--- config.mk ---
export PLATFORM = sky130hd
export DESIGN_NAME = cache_fill_fsm
export DESIGN_NICKNAME = d
export VERILOG_FILES = /design/src/rtl/cache_fill_fsm_pkg.sv /design/src/rtl/cache_fill_fsm_fill_counter.sv /design/src/rtl/cache_fill_fsm.sv
export SDC_FILE = /design/constraint.sdc
export NUM_CORES = 1
export LEC_CHECK = 0
export CORE_ASPECT_RATIO = 1.4
export CORE_MARGIN = 1
export CORE_UTILIZATION = 37
export CTS_CLUSTER_DIAMETER = 80
export DETAILED_ROUTE_END_ITERATION = 8
export PLACE_DENSITY = 0.81
export SLEW_MARGIN = 20
export SYNTH_ARGS = -nofsm -noshare
export SYNTH_HDL_FRONTEND = slang
export SYNTH_SLANG_ARGS = --single-unit
--- constraint.sdc ---
create_clock -name clk -period 2.28 [get_ports clk]
set_input_delay 0.228 -clock clk [delete_from_list [all_inputs] [get_ports clk]]
set_output_delay 0.228 -clock clk [all_outputs]
set_load 0.01 [all_outputs]
--- src/rtl/cache_fill_fsm_pkg.sv ---
// Shared definitions for the I-cache block fill controller: state encoding,
// block geometry and datapath widths.
package cache_fill_fsm_pkg;

  localparam int WORDS_PER_BLOCK_DEFAULT = 8;
  localparam int WORD_W      = 16;
  localparam int ADDR_W      = 16;
  localparam int WORD_SEL_W  = 3;
  localparam int ISSUE_CNT_W = WORD_SEL_W + 1;
  localparam int BASE_W      = ADDR_W - WORD_SEL_W - 1;

  typedef enum logic {
    ST_IDLE = 1'b0,
    ST_FILL = 1'b1
  } fill_state_e;

endpackage

--- src/rtl/cache_fill_fsm_fill_counter.sv ---
// Up-counter with synchronous clear and count enable; reset and clear both
// return it to zero, clear taking priority over enable.
module fill_counter
  import cache_fill_fsm_pkg::*;
#(
  parameter int WIDTH = ISSUE_CNT_W
) (
  input  logic             clk,
  input  logic             rst_n,
  input  logic             clr,
  input  logic             en,
  output logic [WIDTH-1:0] count
);

  logic [WIDTH-1:0] count_reg;
  logic [WIDTH-1:0] count_next;

  always_comb begin
    count_next = count_reg;
    if (clr) begin
      count_next = '0;
    end else if (en) begin
      count_next = count_reg + WIDTH'(1);
    end
  end

  always_ff @(posedge clk) begin
    if (!rst_n) begin
      count_reg <= '0;
    end else begin
      count_reg <= count_next;
    end
  end

  assign count = count_reg;

endmodule

--- src/rtl/cache_fill_fsm.sv ---
// I-cache miss fill controller: issues one read per word of the missing block
// and writes words back as memory_data_valid arrives, whatever the latency.
module cache_fill_fsm
  import cache_fill_fsm_pkg::*;
#(
  parameter int WORDS_PER_BLOCK = WORDS_PER_BLOCK_DEFAULT
) (
  input  logic                  clk,
  input  logic                  rst_n,
  input  logic                  miss_detected,
  input  logic [ADDR_W-1:0]     miss_address,
  input  logic [WORD_W-1:0]     memory_data,
  input  logic                  memory_data_valid,
  output logic                  fsm_busy,
  output logic                  mem_en,
  output logic [ADDR_W-1:0]     memory_address,
  output logic                  write_data_array,
  output logic [WORD_SEL_W-1:0] word_sel,
  output logic                  write_tag_array,
  output logic [WORD_W-1:0]     fill_data
);

  fill_state_e             state_reg;
  fill_state_e             state_next;
  logic [BASE_W-1:0]       base_reg;
  logic [BASE_W-1:0]       base_next;
  logic [ISSUE_CNT_W-1:0]  issue_cnt;
  logic [WORD_SEL_W-1:0]   recv_cnt;

  logic in_idle;
  logic in_fill;
  logic start_fill;
  logic issue_en;
  logic recv_en;
  logic last_word;
  logic unused_miss_offset;

  assign in_idle    = (state_reg == ST_IDLE);
  assign in_fill    = (state_reg == ST_FILL);
  assign start_fill = in_idle & miss_detected;

  // Request/write strobes are held off while reset is asserted, even if the
  // state register still reads FILL in that cycle.
  assign issue_en  = in_fill & rst_n & (issue_cnt != ISSUE_CNT_W'(WORDS_PER_BLOCK));
  assign recv_en   = in_fill & rst_n & memory_data_valid;
  assign last_word = recv_en & (recv_cnt == WORD_SEL_W'(WORDS_PER_BLOCK - 1));

  // Byte offset within the block is regenerated from the issue counter.
  assign unused_miss_offset = ^miss_address[WORD_SEL_W:0];

  always_comb begin
    state_next = state_reg;
    base_next  = base_reg;
    unique case (state_reg)
      ST_IDLE: begin
        if (miss_detected) begin
          state_next = ST_FILL;
          base_next  = miss_address[ADDR_W-1:WORD_SEL_W+1];
        end
      end
      ST_FILL: begin
        if (last_word) begin
          state_next = ST_IDLE;
        end
      end
      default: state_next = ST_IDLE;
    endcase
  end

  always_ff @(posedge clk) begin
    if (!rst_n) begin
      state_reg <= ST_IDLE;
      base_reg  <= '0;
    end else begin
      state_reg <= state_next;
      base_reg  <= base_next;
    end
  end

  fill_counter #(
    .WIDTH (ISSUE_CNT_W)
  ) u_issue_cnt (
    .clk   (clk),
    .rst_n (rst_n),
    .clr   (start_fill),
    .en    (issue_en),
    .count (issue_cnt)
  );

  fill_counter #(
    .WIDTH (WORD_SEL_W)
  ) u_recv_cnt (
    .clk   (clk),
    .rst_n (rst_n),
    .clr   (start_fill),
    .en    (recv_en),
    .count (recv_cnt)
  );

  // Busy is Mealy on the miss so the pipeline stalls in the miss cycle itself.
  assign fsm_busy         = start_fill | (in_fill & rst_n);
  assign mem_en           = issue_en;
  assign memory_address   = {base_reg, issue_cnt[WORD_SEL_W-1:0], 1'b0};
  assign write_data_array = recv_en;
  assign word_sel         = recv_cnt;
  assign write_tag_array  = last_word;
  assign fill_data        = memory_data;

endmodule

==> PnR_summary.wiki <==
{| class="wikitable"
! Metric !! Value
|-
| Outcome || finished, final reports clean
|-
| Tightest Pin Transition || 0.569 ns
|-
| Number of hold-slack violations in the final timing report || 0
|-
| Final setup vio count || 0
|-
| Growth of design area from synthesis to finish || 24.6%
|-
| Number of detailed-routing iterations run before antenna repair || 4
|-
| Wire length of the first global-routing pass || 3270 microns
|-
| Clock period minus worst slack || around 2.1 ns
|-
| Max Transition Viols Final || 0
|-
| Worst clock skew on the final layout || ~0.0036 ns
|-
| Clock tree from TritonCTS || built
|-
| Utilization after layout || approximately 50%
|-
| Required time worst endpoint || 2.05 ns
|-
| Port Buffer Count || 37
|-
| Std cell rows || 22
|-
| Max-capacitance violation count || 0
|-
| Final Net Count || 178
|-
| Placed cell count || around 170
|-
| Number of CTS-inserted buffers || 3
|-
| Hold Buf Count CTS || 0
|-
| Clock-pin slew on the worst setup and hold paths || ~0.11 ns
|-
| Synthesized net count || between 150 and 200
|-
| Flip-flop count of the largest register after layout || 12
|-
| Floorplan die area || between 3000 and 4000 sq um
|-
| Mean instance size in the synthesized netlist || 8.84 sq um
|-
| Number of top-level pins || between 70 and 80
|-
| Die outline height || between 60 and 70 microns
|-
| CTS sink cnt || 20
|-
| Lkg Pwr || approximately 0.00052 uW
|-
| Total number of vias || ~860
|-
| Critical path start-end classification || flip-flop to output port
|-
| Half-perimeter wire length after placement || 1700 microns
|-
| Number of fillers in the final layout || 274
|-
| Capturing element type of the critical path || output port
|-
| Cell area after synthesis || approximately 1100 sq um
|-
| Final period util || ~94%
|-
| Final cell count without fillers || roughly 170
|-
| WL final || roughly 2200 microns
|-
| Main synth FF type || dfxtp_1
|-
| Worst-Skew Late Latency || approximately 0.29 ns
|-
| Arrival time reported for the critical path endpoint || ~1.9 ns
|-
| Cell type with the largest total area after synthesis || dfxtp_1
|-
| Worst slew slack as a fraction of its limit || between 60% and 70%
|-
| Starting density of the core || 40.1%
|-
| Starting DRC count in detailed routing || 12
|-
| Bufs on Longest Clock Path || 2
|-
| Setup repair after global routing missed its margin || false
|-
| Wire per inst || around 13 microns
|-
| Syn. warnings || 0
|-
| Count of antenna-violating nets left after detailed routing || 0
|-
| Type of the worst min-delay path || input pin to output port
|-
| Core Region || 2670 sq um
|-
| Yosys cell types || 28
|-
| Die W || between 40 and 50 microns
|-
| Number of design rule violations left after detail routing || 0
|-
| Antenna violations before repair || 0
|-
| Number of enable flip-flop cells after synthesis || 0
|-
| Maximum number of pins on one net before global-route repair || 18
|-
| Total track usage || roughly 15%
|-
| Critical path startpoint category || flip-flop
|-
| #FFs+latches synth || 20
|-
| Power per standard cell area || 539 nW/um^2
|-
| Register area share after synthesis || a little under two fifths
|-
| Library cell used as clock root buffer || clkbuf_4
|-
| Async SR Flop Fraction || 0%
|-
| Leading post-synthesis cells by cell area || dfxtp_1 (37%), buf_4 (15%), nand2_1 (10%)
|-
| Slowest stage cell, crit path || dfxtp_1
|-
| Vias in the first global route || between 700 and 800
|-
| Antenna diodes || 0
|-
| VDD IR max || around 0.26 mV
|-
| Overflow left after global routing || 0
|-
| Maximum fanout encountered on the critical timing path || 17
|-
| Global placement routability congestion || between 0.5 and 0.6
|-
| Share of post-route cells with drive strength above 1 || under 10%
|-
| Via density || 4.98
|-
| Summed negative setup slack over all endpoints || 0 ns
|-
| Cell Chain, Critical Path || nand3_1 -> inv_1 -> clkdlybuf4s50_1
|-
| Crit path largest cell delay || 0.70 ns
|-
| Syn Inst Count || 121
|-
| Share of the synthesized area in the top cell type || between 30% and 40%
|-
| Count of H-tree levels built during CTS || 1
|-
| Top achievable clock speed || about 470 MHz
|}
-- cell usage after synthesis, types with 2 or more instances --
master,instances
a21boi_0,3
a21boi_1,10
a32oi_1,2
a41oi_1,2
buf_4,21
buf_6,3
clkbuf_1,2
dfxtp_1,20
ha_1,4
inv_1,3
mux2i_1,2
nand2_1,29
nand3_1,3
nor2b_1,2
o21ai_0,2
-- worst max-delay path: cells and delay by family, from the launching register on --
kind	cells	cell delay, ns
simple gates	1	0.23
buf+inv	2	0.69
flops	1	0.70
-- where the power goes --
part / internal [uW] / switching [uW]
Clock: 97.3 / 105
Sequential: 367 / 17.2
Combinational: 76.6 / 55.9
Total: 541 / 178
-- metrics by stage --
step	worst slack, ns	power [uW]	hold slack [ns]	instance area (sq um)
2_1_floorplan	1.09	487	0.339	1070
3_3_place_gp	0.356	519	0.440	1290
3_5_place_dp	0.283	525	0.444	1290
4_1_cts	0.0579	729	0.456	1330
5_1_grt	0.00281	758	0.452	1330
6_report	0.131	718	0.456	1330
-- layer usage --
| metal | GRT usage [%] | wire length [microns] | share of wire, % |
|---|---|---|---|
| met5 | 0 | 0 | 0 |
| met4 | 6.07 | 2 | 0.092 |
| met3 | 1.65 | 137 | 6.3 |
| met2 | 26.7 | 1210 | 55 |
| met1 | 15.5 | 830 | 38 |
-- cell usage in the layout, fill, tap and decap left out --
master           netlist  routed
a21boi_0               3       3
a21boi_1              10      10
a21oi_1                1       1
a311oi_1               1       1
a31oi_1                1       1
a32oi_1                2       2
a41oi_1                2       2
and3_1                 1       1
buf_4                 21       1
clkbuf_4               0       3
clkbuf_8               0       1
clkdlybuf4s50_1        0      37
conb_1                 1       1
dfxtp_1               20      18
dfxtp_2                0       2
ha_1                   4       4
inv_1                  3       3
mux2i_1                2       2
nand2_1               29      29
nand2b_4               1       1
nand3_1                3       3
nand3b_1               1       1
nand3b_4               1       1
nand4_1                1       1
nor2_1                 1       1
nor2b_1                2       2
nor2b_4                1       1
nor3b_1                1       1
o21ai_0                2       2
o31ai_1                1       1
-- area by class of cell --
cell class	instances	area, sq um	area share [%]
flip-flops and latches	20	403	30.2
clock buffers	4	36.3	2.72
repair buffers	38	378	28.4
well taps	36	45.0	3.38
multi-input cells	72	459	34.5
inverters	3	11.3	0.845
-- cell families (layout without fill, tap and decap cells) --
logic type | Yosys count | in the layout | synth area share [%]
AND/OR/NAND/NOR | 42 | 42 | 20.1
buffers and inverters | 29 | 45 | 19.6
AO/OA/AOI/OAI | 23 | 23 | 15.9
flip-flops | 20 | 20 | 37.4
adder cells (fa/ha/maj) | 4 | 4 | 4.68
multiplexers | 2 | 2 | 1.87
other | 1 | 1 | 0.351
-- timing repair --
| action | 4_1_cts | 5_1_grt |
|---|---|---|
| gates resized for setup | 0 | 2 |
| setup buffers | 0 | 0 |
| endpoints found under the setup margin | 0 | 1 |
-- path summary, 6_finish.rpt --
path | start | end | slack, ns | cells past startpoint
min reg2reg | base_reg[4] | base_reg[4] | 0.46 | 2
min | memory_data[15] | fill_data[15] | 0.46 | 0
max reg2reg | in_fill | u_issue_cnt.count[2] | 0.79 | 3
max | in_fill | mem_en | 0.13 | 3
Power figures use the tool's default switching activity.
